--- src/rtl/axi_lite_sram_ctrl.sv ---
// AXI4-Lite slave that sequences one write or read at a time into a single-port SRAM cell.
// Optional SRAM_CTRL_ADDR_CHECK_EN: out-of-range accesses return SLVERR with no SRAM strobe.
module axi_lite_sram_ctrl #(
  parameter int unsigned SRAM_DEPTH      = 512,
  parameter int unsigned DATA_WIDTH      = 64,
  parameter int unsigned STRB_WIDTH      = DATA_WIDTH / 8,
  parameter int unsigned ADDR_WIDTH      = 32,
  parameter int unsigned RAM_INDEX_WIDTH = 9
) (
  input  logic                       clk,
  input  logic                       reset,
  input  logic [ADDR_WIDTH-1:0]      s_axi_awaddr,
  input  logic                       s_axi_awvalid,
  output logic                       s_axi_awready,
  input  logic [DATA_WIDTH-1:0]      s_axi_wdata,
  input  logic [STRB_WIDTH-1:0]      s_axi_wstrb,
  input  logic                       s_axi_wvalid,
  output logic                       s_axi_wready,
  output logic [1:0]                 s_axi_bresp,
  output logic                       s_axi_bvalid,
  input  logic                       s_axi_bready,
  input  logic [ADDR_WIDTH-1:0]      s_axi_araddr,
  input  logic                       s_axi_arvalid,
  output logic                       s_axi_arready,
  output logic [DATA_WIDTH-1:0]      s_axi_rdata,
  output logic [1:0]                 s_axi_rresp,
  output logic                       s_axi_rvalid,
  input  logic                       s_axi_rready,
  output logic                       sram_chip_en_o,
  output logic                       sram_wr_en_o,
  output logic [RAM_INDEX_WIDTH-1:0] sram_addr_o,
  output logic [DATA_WIDTH-1:0]      sram_wr_data_o,
  output logic                       sram_wr_mask_en_o,
  output logic [STRB_WIDTH-1:0]      sram_wr_mask_o,
  output logic                       sram_rd_en_o,
  input  logic [DATA_WIDTH-1:0]      sram_rd_data_i
);

  localparam int unsigned IDX_LSB = 3;
  localparam int unsigned IDX_TOP = IDX_LSB + RAM_INDEX_WIDTH;
  localparam logic [1:0]  RESP_OKAY   = 2'b00;
  localparam logic [1:0]  RESP_SLVERR = 2'b10;

  typedef enum logic [2:0] {S_IDLE, S_WR, S_WRESP, S_RD, S_RRESP} state_e;

  state_e                     state_q, state_d;
  logic                       awready_q, awready_d, arready_q, arready_d;
  logic                       bvalid_q, bvalid_d, rvalid_q, rvalid_d;
  logic [1:0]                 bresp_q, bresp_d, rresp_q, rresp_d;
  logic [DATA_WIDTH-1:0]      rdata_q, rdata_d, wr_data_q, wr_data_d;
  logic                       chip_en_q, chip_en_d, wr_en_q, wr_en_d;
  logic                       mask_en_q, mask_en_d, rd_en_q, rd_en_d;
  logic [RAM_INDEX_WIDTH-1:0] addr_q, addr_d;
  logic [STRB_WIDTH-1:0]      mask_q, mask_d;
  logic                       err_q, err_d;

  logic [RAM_INDEX_WIDTH-1:0] aw_idx_c, ar_idx_c;
  logic                       aw_err_c, ar_err_c;
  logic                       pick_c, pick_wr_c, pick_rd_c;
  logic                       addr_unused_c;

  assign aw_idx_c = s_axi_awaddr[IDX_LSB +: RAM_INDEX_WIDTH];
  assign ar_idx_c = s_axi_araddr[IDX_LSB +: RAM_INDEX_WIDTH];

`ifdef SRAM_CTRL_ADDR_CHECK_EN
  assign aw_err_c = (32'(aw_idx_c) >= SRAM_DEPTH) || (|s_axi_awaddr[ADDR_WIDTH-1:IDX_TOP]);
  assign ar_err_c = (32'(ar_idx_c) >= SRAM_DEPTH) || (|s_axi_araddr[ADDR_WIDTH-1:IDX_TOP]);
`else
  assign aw_err_c = 1'b0;
  assign ar_err_c = 1'b0;
`endif

  assign addr_unused_c = ^{s_axi_awaddr[IDX_LSB-1:0], s_axi_araddr[IDX_LSB-1:0],
                           s_axi_awaddr[ADDR_WIDTH-1:IDX_TOP], s_axi_araddr[ADDR_WIDTH-1:IDX_TOP],
                           SRAM_DEPTH};

  // A new request may be chosen when idle, or in the cycle the current response completes.
  assign pick_c    = ((state_q == S_IDLE) && !awready_q && !arready_q) ||
                     ((state_q == S_WRESP) && s_axi_bready) ||
                     ((state_q == S_RRESP) && s_axi_rready);
  assign pick_wr_c = pick_c && s_axi_awvalid && s_axi_wvalid;
  assign pick_rd_c = pick_c && !(s_axi_awvalid && s_axi_wvalid) && s_axi_arvalid;

  always_ff @(posedge clk) begin
    if (reset) begin
      state_q   <= S_IDLE;
      awready_q <= 1'b0;
      arready_q <= 1'b0;
      bvalid_q  <= 1'b0;
      rvalid_q  <= 1'b0;
      bresp_q   <= '0;
      rresp_q   <= '0;
      rdata_q   <= '0;
      wr_data_q <= '0;
      chip_en_q <= 1'b0;
      wr_en_q   <= 1'b0;
      mask_en_q <= 1'b0;
      rd_en_q   <= 1'b0;
      addr_q    <= '0;
      mask_q    <= '0;
      err_q     <= 1'b0;
    end else begin
      state_q   <= state_d;
      awready_q <= awready_d;
      arready_q <= arready_d;
      bvalid_q  <= bvalid_d;
      rvalid_q  <= rvalid_d;
      bresp_q   <= bresp_d;
      rresp_q   <= rresp_d;
      rdata_q   <= rdata_d;
      wr_data_q <= wr_data_d;
      chip_en_q <= chip_en_d;
      wr_en_q   <= wr_en_d;
      mask_en_q <= mask_en_d;
      rd_en_q   <= rd_en_d;
      addr_q    <= addr_d;
      mask_q    <= mask_d;
      err_q     <= err_d;
    end
  end

  // Next state: IDLE leaves only in the cycle a registered ready completes the handshake.
  always_comb begin
    state_d = state_q;
    case (state_q)
      S_IDLE: begin
        if (awready_q)      state_d = S_WR;
        else if (arready_q) state_d = S_RD;
      end
      S_WR:    state_d = S_WRESP;
      S_RD:    state_d = S_RRESP;
      S_WRESP: if (s_axi_bready) state_d = S_IDLE;
      S_RRESP: if (s_axi_rready) state_d = S_IDLE;
      default: state_d = S_IDLE;
    endcase
  end

  // Outputs are computed one cycle ahead so every port comes straight from a flop.
  always_comb begin
    awready_d = pick_wr_c;
    arready_d = pick_rd_c;
    chip_en_d = 1'b0;
    wr_en_d   = 1'b0;
    mask_en_d = 1'b0;
    rd_en_d   = 1'b0;
    bvalid_d  = bvalid_q;
    rvalid_d  = rvalid_q;
    bresp_d   = bresp_q;
    rresp_d   = rresp_q;
    rdata_d   = rdata_q;
    wr_data_d = wr_data_q;
    addr_d    = addr_q;
    mask_d    = mask_q;
    err_d     = err_q;
    case (state_q)
      S_IDLE: begin
        if (awready_q) begin
          err_d     = aw_err_c;
          addr_d    = aw_idx_c;
          wr_data_d = s_axi_wdata;
          mask_d    = s_axi_wstrb;
          chip_en_d = !aw_err_c;
          wr_en_d   = !aw_err_c;
          mask_en_d = !aw_err_c;
        end else if (arready_q) begin
          err_d     = ar_err_c;
          addr_d    = ar_idx_c;
          chip_en_d = !ar_err_c;
          rd_en_d   = !ar_err_c;
        end
      end
      S_WR: begin
        bvalid_d = 1'b1;
        bresp_d  = err_q ? RESP_SLVERR : RESP_OKAY;
      end
      S_RD: begin
        rvalid_d = 1'b1;
        rresp_d  = err_q ? RESP_SLVERR : RESP_OKAY;
        rdata_d  = err_q ? '0 : sram_rd_data_i;
      end
      S_WRESP: begin
        if (s_axi_bready) begin
          bvalid_d = 1'b0;
          bresp_d  = RESP_OKAY;
        end
      end
      S_RRESP: begin
        if (s_axi_rready) begin
          rvalid_d = 1'b0;
          rresp_d  = RESP_OKAY;
        end
      end
      default: ;
    endcase
  end

  assign s_axi_awready     = awready_q;
  assign s_axi_wready      = awready_q;
  assign s_axi_arready     = arready_q;
  assign s_axi_bvalid      = bvalid_q;
  assign s_axi_bresp       = bresp_q;
  assign s_axi_rvalid      = rvalid_q;
  assign s_axi_rresp       = rresp_q;
  assign s_axi_rdata       = rdata_q;
  assign sram_chip_en_o    = chip_en_q;
  assign sram_wr_en_o      = wr_en_q;
  assign sram_addr_o       = addr_q;
  assign sram_wr_data_o    = wr_data_q;
  assign sram_wr_mask_en_o = mask_en_q;
  assign sram_wr_mask_o    = mask_q;
  assign sram_rd_en_o      = rd_en_q;

endmodule

--- config.mk ---
export PLATFORM = sky130hd
export DESIGN_NAME = axi_lite_sram_ctrl
export DESIGN_NICKNAME = d
export VERILOG_FILES = /design/src/rtl/axi_lite_sram_ctrl.sv
export SDC_FILE = /design/constraint.sdc
export NUM_CORES = 1
export LEC_CHECK = 0
export CAP_MARGIN = 15
export CORE_AREA = 5 5 137 139
export CTS_BUF_LIST = sky130_fd_sc_hd__clkbuf_4 sky130_fd_sc_hd__clkbuf_8
export CTS_CLUSTER_DIAMETER = 40
export DETAILED_ROUTE_END_ITERATION = 10
export DIE_AREA = 0 0 142 144
export HOLD_SLACK_MARGIN = 0.06
export PLACE_DENSITY = 0.73
export SLEW_MARGIN = 20
export SYNTH_ARGS = -nofsm -noshare
export SYNTH_HDL_FRONTEND = slang
export SYNTH_SLANG_ARGS = --single-unit
export TNS_END_PERCENT = 100
--- constraint.sdc ---
create_clock -name clk -period 1.55 [get_ports clk]
set_input_delay 0.155 -clock clk [delete_from_list [all_inputs] [get_ports clk]]
set_output_delay 0.155 -clock clk [all_outputs]
set_load 0.03 [all_outputs]
==> results.py <==
metrics = {
    "finish": {
        "drive_gt1_share_pct": 7.27,
        "fin_nets": 1198,
        "n_antenna_cell": 0,
        "syn_to_final_growth_pct": 66.2,
        "n_fill_cell": 1674,
    },
    "synth": {
        "ys_seq_area_share_pct": 55.5,
        "synthesis.area_sq_mm": 0.00559,
        "ys_seq_elements": 155,
        "ys_warn_count": 0,
        "synthAdderAreaFrac_pct": 0,
        "synth_top_family_by_area": "simple AND/OR/NAND/NOR gates",
        "synth-xor-area-share_pct": 0,
        "synthMuxAreaShare_pct": 1.61,
        "synth.distinct_cells": 30,
        "syn_inst": 684,
        "synth_compound_area_share_pct": 15.1,
        "synthSimpleGateAreaFrac_pct": 21.5,
        "synth.avg_cell_area_sq_um": 8.17,
    },
    "placement": {
        "post-dp-hpwl_mm": 13.3,
        "port_buffers": 314,
        "post-place-ws_ps": -22.6,
        "globalplace.congestion": 0.793,
    },
    "worst_hold_path": {
        "min_to": "sram_wr_data_o[38]",
        "hp-start": "reset",
        "hold_path.class": "in -> reg",
        "hold_path_depth": 2,
    },
    "setup_path": {
        "endpoint_kind": "flip-flop",
        "worst-path-buf-inv": 4,
        "rr_worst_depth": 7,
        "reg2reg_to": "sram_wr_data_o[19]",
        "cp_top_family": "buffers and inverters",
        "worst_path_most_repeated_cell": "buf_4",
        "slowest_stage": "dfxtp_1",
        "crit_fanout": 13,
        "max_stage_delay_ps": 320,
        "r2r_slack_ps": 80,
        "critPathLaunchType": "flip-flop",
        "cp.required_ps": 1930,
        "crit_type": "reg -> reg",
        "path_cells": "buf_4 -> nor4b_4 -> buf_6 -> buf_4 -> clkbuf_16 -> nand2_1 -> a21oi_1",
        "cp.arrival_ps": 1850,
        "cp.depth": 7,
        "reg2reg_from": "state_q[1]",
    },
    "cts": {
        "htreeDepth": 4,
        "cts_tree": "done",
        "clk_latency_ps": 450,
        "cts_made_buffers": 17,
        "cts_root_buffer": "clkbuf_8",
        "clk_pin_slew_ps": 90,
        "cts.path.max_buffers": 2,
        "clock_sinks": 155,
    },
    "detailed_routing": {
        "wirelength_mm": 18.8,
        "dr.first_iter.drc_count": 197,
        "antenna_left": 0,
        "viasPerCell": 4.59,
        "post_drt_wl_per_cell_um": 15.3,
        "route.detailed.drc": 0,
        "vias": 5664,
        "drt_pre_antenna_iters": 4,
    },
    "timing": {
        "skew_ps": 16.1,
        "post-route-period-util_pct": 94.9,
        "period_needed_ps": 1470,
        "final_max_slew_viol_count": 0,
        "finalSetupViolCount": 0,
        "max_freq_mhz": 680,
        "hold_violations": 0,
        "setup_slack_ps": 78.6,
    },
    "run_status": {
        "status": "complete, no violations",
    },
    "grt": {
        "grt_max_degree": 63,
        "antenna_found_initial": 0,
        "grt_pass1_wl_mm": 28.1,
        "first_global_vias": 5393,
        "gr-total-overflow": 0,
        "grt_usage_pct": 17.4,
    },
    "die": {
        "die_w_um": 142,
        "core-area_sq_mm": 0.0175,
        "rows": 49,
        "start_util_pct": 31.9,
        "die_area_sq_mm": 0.0204,
        "chipHeight_um": 144,
        "pin_count": 365,
    },
    "power": {
        "ir_drop_mv": 0.481,
        "power.density_mw_per_mm2": 938,
        "total_leakage_power_uw": 0.00395,
        "finalPower_uw": 8720,
    },
    "job": {
        "drv_cap": 0,
    },
}
[how the worst max path moves through the flow]
stage                   from                  to  slack (ps)
6_report          state_q[1]  sram_wr_data_o[19]          80
5_1_grt           state_q[1]  sram_wr_data_o[42]         -10
4_1_cts        s_axi_awready       s_axi_awready           3
3_5_place_dp      state_q[2]  sram_wr_data_o[20]         -20
3_3_place_gp      state_q[2]   sram_wr_data_o[3]         -10
2_1_floorplan  s_axi_awready   sram_wr_data_o[0]         100
[routing by layer]
metal / part of all wire [%] / vias to the layer above / GRT usage [%]
met5: 0 / - / 0
met4: 2.1 / 0 / 6.67
met3: 9.4 / 29 / 7.44
met2: 48 / 212 / 28.5
met1: 41 / 2581 / 20.4
li1: - / 2842 / -
[metrics by stage]
stage / util, % / hold WS (ps) / area, sq um / std cells / TNS, ps
after CTS: 52.4 / 87.7 / 9190 / 1227 / 0
after global routing: 53.0 / 97.3 / 9290 / 1233 / -22.7
final: 53.0 / 128 / 9290 / 1233 / 0
after global placement: 51.1 / 440 / 8960 / 1194 / -227
after detailed placement: 51.1 / 445 / 8960 / 1194 / -488
after floorplan: - / 273 / 5600 / 687 / 0
[layout make-up]
type | instances | area (sq um) | share of cell area, %
clock buffers | 18 | 248 | 2.67
clock inverters | 14 | 134 | 1.44
inverters | 1 | 3.75 | 0.0404
multi-input cells | 473 | 2170 | 23.3
flip-flops and latches | 155 | 3100 | 33.4
well taps | 229 | 287 | 3.08
repair buffers | 343 | 3350 | 36.0
[kinds of logic (layout without fill, tap and decap cells)]
family / count (synthesis) / count (layout)
AND/OR/NAND/NOR: 297 / 297
AO/OA/AOI/OAI: 163 / 163
flip-flops: 155 / 155
buffers and inverters: 59 / 376
multiplexers: 9 / 9
other: 1 / 4
[what timing repair did]
| item | in CTS | in global routing |
|---|---|---|
| buffers inserted | 0 | 3 |
| hold buffers | 0 | 0 |
| resized for setup | 155 | 10 |
| setup endpoints to repair | 222 | 33 |
| gates cloned | 1 | 3 |
| pin swaps | 0 | 1 |
[synth_stat cells]
library cell    n  share of area (%)
or4_1           1               0.13
nor3_1          6               0.54
nor2_2          1               0.11
nor2_1          2               0.13
conb_1          1              0.067
mux2i_1         9                1.6
dfxtp_1       155                 56
inv_1           1              0.067
buf_4          13                1.7
a211oi_1       11                1.5
or3_1           1               0.11
nor4bb_1        2               0.36
nor2b_1         1               0.11
or4b_1          1               0.18
nor3b_1         1               0.13
buf_2          19                1.7
o31ai_1         1               0.13
or2_2           1               0.11
nor3_4          1               0.29
buf_6           7                1.4
nand2b_1        1               0.11
nor4b_2         1               0.27
nand3b_1        1               0.13
o21ai_0         2               0.18
nand2_1       274                 18
or3b_2          1               0.16
buf_1           1              0.067
clkbuf_1       18                1.2
and3b_1         1               0.16
a21oi_1       149                 13
[cell usage in the layout, fill, tap and decap left out, types with 6 or more instances in the layout]
cell / n
a211oi_1: 11
a21oi_1: 148
buf_12: 8
buf_4: 14
clkbuf_8: 18
clkdlybuf4s50_1: 159
dfxtp_1: 154
dlygate4sd2_1: 152
inv_6: 6
mux2i_1: 9
nand2_1: 274
nor3_1: 6
[power breakdown]
| group | total, uW | leakage, uW | switching (uW) | internal (uW) |
|---|---|---|---|---|
| clock network | 2980 | 0.000191 | 1640 | 1340 |
| logic | 1540 | 0.00251 | 807 | 737 |
| registers | 4190 | 0.00125 | 63.3 | 4130 |
[sequential cells by signal, summed over array words and instances, names as in the netlist, 3 cells and up]
signal          cells
s_axi_rdata        64
sram_wr_data_o     64
sram_addr_o         9
sram_wr_mask_o      8
state_q             3
[worst reg2reg max path: stages, from the launching register on]
cell	delay, ps
dfxtp_1	320
buf_4	180
nor4b_4	270
buf_6	160
buf_4	130
clkbuf_16	140
nand2_1	90
a21oi_1	130
No activity file was read; power rests on OpenSTA's default activity.
